==> src/rtl/lms_log2_scheduler.sv <==
// rtl/lms_log2_scheduler.sv - one shared log2 LUT time-multiplexed across the L, M and S channels

// 8-bit integer index to 3.13 log2 lookup; indices above 255 and input 0 both give 0.
module rgb2lab_log2 (
    input  logic        i_rst,
    input  logic [15:0] i_val,
    output logic [15:0] o_log
);

    // Table entry: round(8192 * log2(x)) for 1..255, 0 for x == 0.
    // Built at elaboration from the integer part (msb position) plus 14 fraction bits
    // obtained by repeated squaring of the normalised mantissa (62 fraction bits, so the
    // truncation error stays far below the rounding bit). The 14th bit is then used to round.
    function automatic logic [15:0] log2_entry(input int unsigned x);
        logic [63:0]  m;
        logic [127:0] p;
        logic [16:0]  acc;
        int           e;
        if (x == 0) begin
            return 16'd0;
        end
        e = 0;
        for (int b = 0; b < 8; b++) begin
            if (x[b]) begin
                e = b;
            end
        end
        m   = 64'(x) << (62 - e);
        acc = 17'(e) << 14;
        for (int i = 13; i >= 0; i--) begin
            p = 128'(m) * 128'(m);
            m = p[125:62];
            if (m[63]) begin
                acc[i] = 1'b1;
                m      = m >> 1;
            end
        end
        acc = acc + 17'd1;
        return acc[16:1];
    endfunction

    logic [15:0] lut [256];

    for (genvar g = 0; g < 256; g++) begin : g_lut
        localparam logic [15:0] ENTRY = log2_entry(g);
        assign lut[g] = ENTRY;
    end

    // Values outside the table range have no entry and read as zero; reset also forces zero.
    assign o_log = (i_rst || (i_val[15:8] != 8'd0)) ? 16'd0 : lut[i_val[7:0]];

endmodule

module lms_log2_scheduler #(
    parameter int DATA_W   = 16,
    parameter int CLAMP_EN = 1,
    parameter int CNT_W    = 16
) (
    input  logic              i_clk,
    input  logic              i_rst,
    input  logic              i_valid,
    output logic              o_ready,
    input  logic [DATA_W-1:0] i_L,
    input  logic [DATA_W-1:0] i_M,
    input  logic [DATA_W-1:0] i_S,
    output logic              o_valid,
    input  logic              i_ready,
    output logic [DATA_W-1:0] o_log_L,
    output logic [DATA_W-1:0] o_log_M,
    output logic [DATA_W-1:0] o_log_S,
    output logic [2:0]        o_range_err,
    output logic [CNT_W-1:0]  o_pix_cnt
);

    localparam logic [2:0] ST_IDLE  = 3'd0;
    localparam logic [2:0] ST_LOG_L = 3'd1;
    localparam logic [2:0] ST_LOG_M = 3'd2;
    localparam logic [2:0] ST_LOG_S = 3'd3;
    localparam logic [2:0] ST_DONE  = 3'd4;

    logic [2:0]        state;
    logic [DATA_W-1:0] cap_L;
    logic [DATA_W-1:0] cap_M;
    logic [DATA_W-1:0] cap_S;
    logic [2:0]        cap_err;
    logic [DATA_W-1:0] sel_raw;
    logic [DATA_W-1:0] log_in;
    logic [DATA_W-1:0] log_out;

    // A raw channel is out of range when it is zero or does not fit the 8-bit table index.
    function automatic logic out_of_range(input logic [DATA_W-1:0] v);
        return (v == '0) || (v[DATA_W-1:8] != '0);
    endfunction

    // Saturate to the last table entry when clamping is enabled.
    function automatic logic [DATA_W-1:0] clamp(input logic [DATA_W-1:0] v);
        if ((CLAMP_EN != 0) && (v[DATA_W-1:8] != '0)) begin
            return DATA_W'(8'd255);
        end
        return v;
    endfunction

    assign o_ready = (state == ST_IDLE) && !i_rst;
    assign o_valid = (state == ST_DONE);

    // Route the captured channel belonging to the current lookup slot into the shared unit.
    always_comb begin
        sel_raw = cap_L;
        case (state)
            ST_LOG_M: sel_raw = cap_M;
            ST_LOG_S: sel_raw = cap_S;
            default:  sel_raw = cap_L;
        endcase
    end

    assign log_in = clamp(sel_raw);

    rgb2lab_log2 u_log2 (
        .i_rst (i_rst),
        .i_val (log_in),
        .o_log (log_out)
    );

    // Sequencer: accept in IDLE, one lookup per cycle for L, M, S, then hold until taken.
    always_ff @(posedge i_clk) begin
        if (i_rst) begin
            state <= ST_IDLE;
        end else begin
            case (state)
                ST_IDLE:  if (i_valid) state <= ST_LOG_L;
                ST_LOG_L: state <= ST_LOG_M;
                ST_LOG_M: state <= ST_LOG_S;
                ST_LOG_S: state <= ST_DONE;
                ST_DONE:  if (i_ready) state <= ST_IDLE;
                default:  state <= ST_IDLE;
            endcase
        end
    end

    // Capture the incoming triple and its range flags on the accept handshake.
    always_ff @(posedge i_clk) begin
        if (i_rst) begin
            cap_L   <= '0;
            cap_M   <= '0;
            cap_S   <= '0;
            cap_err <= '0;
        end else if ((state == ST_IDLE) && i_valid) begin
            cap_L   <= i_L;
            cap_M   <= i_M;
            cap_S   <= i_S;
            cap_err <= {out_of_range(i_S), out_of_range(i_M), out_of_range(i_L)};
        end
    end

    // Register each lookup result into its channel output; flags go out with the last one
    // so the whole output set changes together and then holds until the next pixel.
    always_ff @(posedge i_clk) begin
        if (i_rst) begin
            o_log_L     <= '0;
            o_log_M     <= '0;
            o_log_S     <= '0;
            o_range_err <= '0;
        end else begin
            case (state)
                ST_LOG_L: o_log_L <= log_out;
                ST_LOG_M: o_log_M <= log_out;
                ST_LOG_S: begin
                    o_log_S     <= log_out;
                    o_range_err <= cap_err;
                end
                default: ;
            endcase
        end
    end

    // Count completed output handshakes; wraps silently.
    always_ff @(posedge i_clk) begin
        if (i_rst) begin
            o_pix_cnt <= '0;
        end else if ((state == ST_DONE) && i_ready) begin
            o_pix_cnt <= o_pix_cnt + CNT_W'(1);
        end
    end

endmodule

==> config.mk <==
export PLATFORM = sky130hd
export DESIGN_NAME = lms_log2_scheduler
export DESIGN_NICKNAME = d
export VERILOG_FILES = /design/src/rtl/lms_log2_scheduler.sv
export SDC_FILE = /design/constraint.sdc
export NUM_CORES = 1
export LEC_CHECK = 0
export ABC_AREA = 1
export BUFFER_PORTS_ARGS = -buffer_cell sky130_fd_sc_hd__buf_2
export CAP_MARGIN = 20
export CORE_ASPECT_RATIO = 0.8
export CORE_MARGIN = 8
export CORE_UTILIZATION = 35
export DETAILED_ROUTE_END_ITERATION = 8
export SLEW_MARGIN = 10
export SYNTH_ARGS = -nofsm -noshare
export SYNTH_HDL_FRONTEND = slang
export SYNTH_HIERARCHICAL = 1
export SYNTH_SLANG_ARGS = --single-unit
==> constraint.sdc <==
create_clock -name i_clk -period 4.45 [get_ports i_clk]
set_input_delay 1.335 -clock i_clk [delete_from_list [all_inputs] [get_ports i_clk]]
set_output_delay 1.335 -clock i_clk [all_outputs]
set_load 0.1 [all_outputs]
## Yosys cells after proc, flatten, opt, wreduce, memory -nomap -nowiden

Memories as Yosys holds them, arrays and structs flattened.
Index checks and enable logic that the tools add are counted.

- Register bits: 121
- Memories: 1
- Memory bits (read-only): 4,096
- Output and inout bits: 69
- Logic and storage cells: 48

- Order comparisons: 1
- Equality and inequality tests: 6
- Add/subtract/negate cells: 1
- Reductions and logical operators: 18
- Muxes and demuxes: 10
- Bitwise gates (word level): 1

Memory list:

| memory | depth | width | rd ports | clocked after Yosys merged registers in | write ports | RTL line | text |
|---|---|---|---|---|---|---|---|
| (no name shown) | 256 | 16 | 1 | 0 | 0 | 50 | `assign o_log = (i_rst \|\| (i_val[15:8] != 8'd0)) ? 16'd0 : lut[i_val[7:0]];` |

Operators with widths:

| cell | count |
|---|---|
| two-way mux 16 bit | 5 |
| logical NOT 16 bit | 3 |
| nonzero test 8 bit | 5 |
| one-hot mux 16 bit (2 select lines) | 1 |
| adder 16 x 1 -> 16 bit (second input constant) | 1 |
| one-hot mux 3 bit (5 select lines) | 1 |
| greater-or-equal comparator 9 bit (second input constant) | 1 |
| inverter 8 -> 9 bit | 1 |
| equality test 3 x 2 -> 1 bit (second input constant) | 2 |
| two-way mux 3 bit | 2 |
| logical OR 1 bit | 4 |
| equality test 3 x 1 -> 1 bit (second input constant) | 1 |
| equality test 3 bit (second input constant) | 1 |
| logical AND 1 bit | 3 |
| logical NOT 3 bit | 1 |
| != test 2 x 1 -> 1 bit (second input constant) | 1 |
| != test 2 bit (second input constant) | 1 |
| AND reduction 2 bit | 1 |
| logical NOT 1 bit | 1 |
| two-way mux 1 bit | 1 |

## Longest topological paths before layout

- Depth after elaboration: 10
- Gate-level depth with buffers: 23
- Mapped depth without buffers: 22

## Cells and area by module

The synthesis kept the hierarchy.

Modules (own cells, without submodules):

| module | area an instance (um^2) | sequential area each (um^2) | times used | cells an instance |
|---|---|---|---|---|
| lms_log2_scheduler | 4,921.0 | 2,422.3 | 1 | 677 |
| rgb2lab_log2 | 3,991.3 | 0.0 | 1 | 848 |

## Worst setup path after synthesis

Ideal clock, no wire load.

- Kind: input port to output port
- From: input port i_rst
- To: output port o_ready
- Data arrival time: 2.796 ns
- Cell stages on the path: 2
- Path buffers: 1
- Slack: 0.319 ns
- Cells stage by stage: clkbuf_1 > nor2_1

- Word-level cells in the longest chain between the ends: 2

Ends and longest elaborated chain:

| what | RTL line | text |
|---|---|---|
| start, declared | 60 | `input logic i_rst,` |
| logical NOT 1 bit | 103 | `assign o_ready = (state == ST_IDLE) && !i_rst;` |
| logical AND 1 bit | 103 |  |
| end, declared | 62 | `output logic o_ready,` |

No other way between the ends.

## Final worst setup path

- From: register state[2]
- To: register o_log_L[10]

- Word-level cells in the longest chain between the ends: 10

Ends and longest elaborated chain:

| what | RTL line | text |
|---|---|---|
| start, declared | 81 | `logic [2:0] state;` |
| start signal, assigned | 127 | `state <= ST_IDLE;` |
| start signal, assigned | 130 | `ST_IDLE: if (i_valid) state <= ST_LOG_L;` |
| start signal, assigned | 131 | `ST_LOG_L: state <= ST_LOG_M;` |
| equality test 3 x 2 -> 1 bit | 109 | `case (state)` |
| one-hot mux 16 bit (2 select lines) * | 109 |  |
| nonzero test 8 bit | 97 | `if ((CLAMP_EN != 0) && (v[DATA_W-1:8] != '0)) begin` |
| two-way mux 1 bit | 97 |  |
| two-way mux 16 bit * | 100 | `return v;` |
| net log_in[0] | 87 | `logic [DATA_W-1:0] log_in;` |
| inverter 8 -> 9 bit (not written as such) * | 50 |  |
| memory (256 x 16 bit) * | - |  |
| two-way mux 16 bit (not written as such) * (2 in a row) | 50 |  |
| two-way mux 16 bit * | 50 |  |
| net log_out[10] | 88 | `logic [DATA_W-1:0] log_out;` |
| end signal, assigned | 165 | `ST_LOG_L: o_log_L <= log_out;` |
| end, declared | 68 | `output logic [DATA_W-1:0] o_log_L,` |

Mark *: on every way through the listed nets, which the timed path passes. The rest lies on a longest branch. The select of a mux whose other input is x is not followed.
A chain may end at the register's enable or synchronous reset.

==> results.sh <==
export IMPL_utilization_pct=41.2
export IMPL_final_cells=1961
export IMPL_drt_initial_drc_count=1423
export IMPL_min_path_type="reg -> reg"
export IMPL_avgSynthCellArea_sq_um=5.84
export IMPL_fmax_ghz=0.247
export IMPL_cts_setup_buffers=0
export IMPL_ir_drop_mv=0.310
export IMPL_critPathKind="reg -> reg"
export IMPL_synthCells=1525
export IMPL_fill_cells=2866
export IMPL_hold_slack_ps=454
export IMPL_final_common_cell="nand2_1"
export IMPL_fin_nets=1698
export IMPL_cts_tree="done"
export IMPL_tightest_slew_ps=876
export IMPL_period_share_pct=91.0
export IMPL_yosysTopAreaCellShare_pct=27.2
export IMPL_num_rows=52
export IMPL_cts_hold_buf=0
export IMPL_first_pass_iters=6
export IMPL_ant_nets=0
export IMPL_io_pin_count=121
export IMPL_power_mw=6.89
export IMPL_grt_max_degree=63
export IMPL_cp_end_kind="register"
export IMPL_routabilityCongestion=1.08
export IMPL_syn2layout_area_growth_pct=16.3
export IMPL_critPathMaxFanout=10
export IMPL_synthTopCellsByArea="dfxtp_1 (27%), nand2_1 (17%), nor2_1 (11%)"
export IMPL_num_vias=11100
export IMPL_clockRootBuffer="clkbuf_16"
export IMPL_synth_yosys_seq_area_share_pct=27.2
export IMPL_synth_edff_count=0
export IMPL_timing_final_setup_violations=0
export IMPL_start_util_pct=35.4
export IMPL_finalMaxSlewViolations=0
export IMPL_clk_pin_slew_ps=60
export IMPL_numCtsBuffers=17
export IMPL_wire_per_inst_microns=22.2
export IMPL_timing_slew_headroom_pct=41.5
export IMPL_grtUsageTotal_pct=27.4
export IMPL_multiInputGateArea_sq_um=5600
export IMPL_cts_repair_resized=0
export IMPL_drc=0
export IMPL_final_cell_mix="nand2_1 (400), nor2_1 (272), nand3_1 (144)"
export IMPL_die_h_microns=159
export IMPL_grt_overflow_total=0
export IMPL_leakage_nw=4.96
export IMPL_dp_slack_ps=534
export IMPL_rsz0062_at_grt="false"
export IMPL_cp_start_kind="register"
export IMPL_viasPerCell=5.65
export IMPL_yosysUniqueCellTypes=43
export IMPL_finalWorstSetupSlack_ps=399
export IMPL_maxCapViolCount=0
export IMPL_clkLatencyLatePin_ps=420
export IMPL_clock_path_buffers=2
export IMPL_cp_arrival_ps=4370
export IMPL_antenna_found_initial=0
export IMPL_synth_seq_cells=121
export IMPL_htreeDepth=4
export IMPL_io_buffers=120
export IMPL_r2r_slack_ps=400
export IMPL_synth_ff_type="dfxtp_1"
export IMPL_tns_ps=0
export IMPL_dp_hpwl_microns=32500
export IMPL_fin_area_sq_um=10400
export IMPL_drive_gt1_share_pct=14.5
export IMPL_yosysTopAreaCell="dfxtp_1"
export IMPL_placed_cells=1929
export IMPL_routed_wl_microns=43500
export IMPL_postPlaceCellArea_sq_um=9780
export IMPL_status="finished, final reports clean"
export IMPL_diodes=0
export IMPL_post_route_min_period_ps=4050
export IMPL_seqCellArea_sq_um=2420
export IMPL_netlist_area_sq_um=8910
export IMPL_grt_pass1_wl_microns=65700
export IMPL_skew_ps=6.85
export IMPL_die_x_microns=194
export IMPL_die_area_sq_um=30900
export IMPL_cts_sinks=121
export IMPL_core_area_sq_um=25200
export IMPL_ys_async_sr_fraction_pct=0
export IMPL_power_density_nw_per_um2=665
export IMPL_ys_warn_count=6
export IMPL_finalHoldViolations=0
export IMPL_grt_pass1_vias=10600
export IMPL_cp_data_required_time_ps=4760
-- metal layers --
metal  vias up  routed length, microns  GRT usage, %
met1      5100                   19100          37.7
met2       690                   17500          39.1
met4         0                    1650          10.8
met3       130                    5220          8.53
met5         -                       0             0
li1       5164                       -             -
-- critical path: stages (launching register included) --
cell	delay [ps]
dfxtp_1	570
nor2_4	100
nand2_2	190
o21ai_1	140
nor2_4	220
nand3_1	390
ha_1	410
nand2_1	390
nand2_1	190
o21ai_0	600
nand2_1	100
nand2_1	120
nand2_1	60
a21oi_1	150
nor2_1	100
o21ai_0	160
nor2_1	50
-- cell type report --
type | instances | area share [%]
multi-input combinational | 1209 | 54.1
sequential | 121 | 23.4
timing repair buffer | 155 | 8.57
inverter | 120 | 4.42
clock buffer | 18 | 4.24
tap | 324 | 3.91
clock inverter | 14 | 1.42
-- power by group --
| part | switching (mW) | internal, mW |
|---|---|---|
| Clock | 0.535 | 0.839 |
| Combinational | 3.27 | 1.01 |
| Sequential | 0.0515 | 1.19 |
-- cell usage after synthesis (3+ instances only) --
cell        n
nand4_1    29
inv_4       3
nand3b_1    6
clkbuf_1   16
a21oi_1   106
buf_4      14
inv_1     102
o21ai_1    42
nand3_1   147
buf_6       8
nor2_2      8
nand3_2     3
o211ai_1    6
nand2_2     9
o22ai_1     8
buf_1       3
or2_2       3
o21bai_1    3
o21ai_0   102
dfxtp_1   121
ha_1       21
inv_2      14
a31oi_1     9
buf_2      41
nor3_1      9
nand2_1   400
nor2_1    272
nor2_4      4
-- cells by family (layout without fill, tap and decap cells) --
kind of cell               after synthesis  count (layout)  synth area share [%]
and+or+nand+nor                        897             897                  42.6
buffers and inverters                  202             307                  10.4
other                                    1               8                0.0421
adders and majority gates               22              22                  3.17
AOI/OAI and AO/OA                      282             282                  16.6
DFF                                    121             121                  27.2
-- path summary, 6_finish.rpt --
kind	startpoint	to	depth (start not counted)
setup reg to reg	state[2]	o_log_L[10]	16
hold reg to reg	cap_M[7]	cap_M[7]	2
hold / removal	cap_M[7]	cap_M[7]	2
setup / recovery	state[2]	o_log_L[10]	16
-- sequential cells by signal, summed over array words and instances, names as in the netlist --
register	cells
cap_L	16
state	3
cap_M	16
o_log_M	16
o_pix_cnt	16
o_range_err	3
o_log_L	16
o_log_S	16
cap_S	16
cap_err	3
Power figures use the tool's default switching activity.
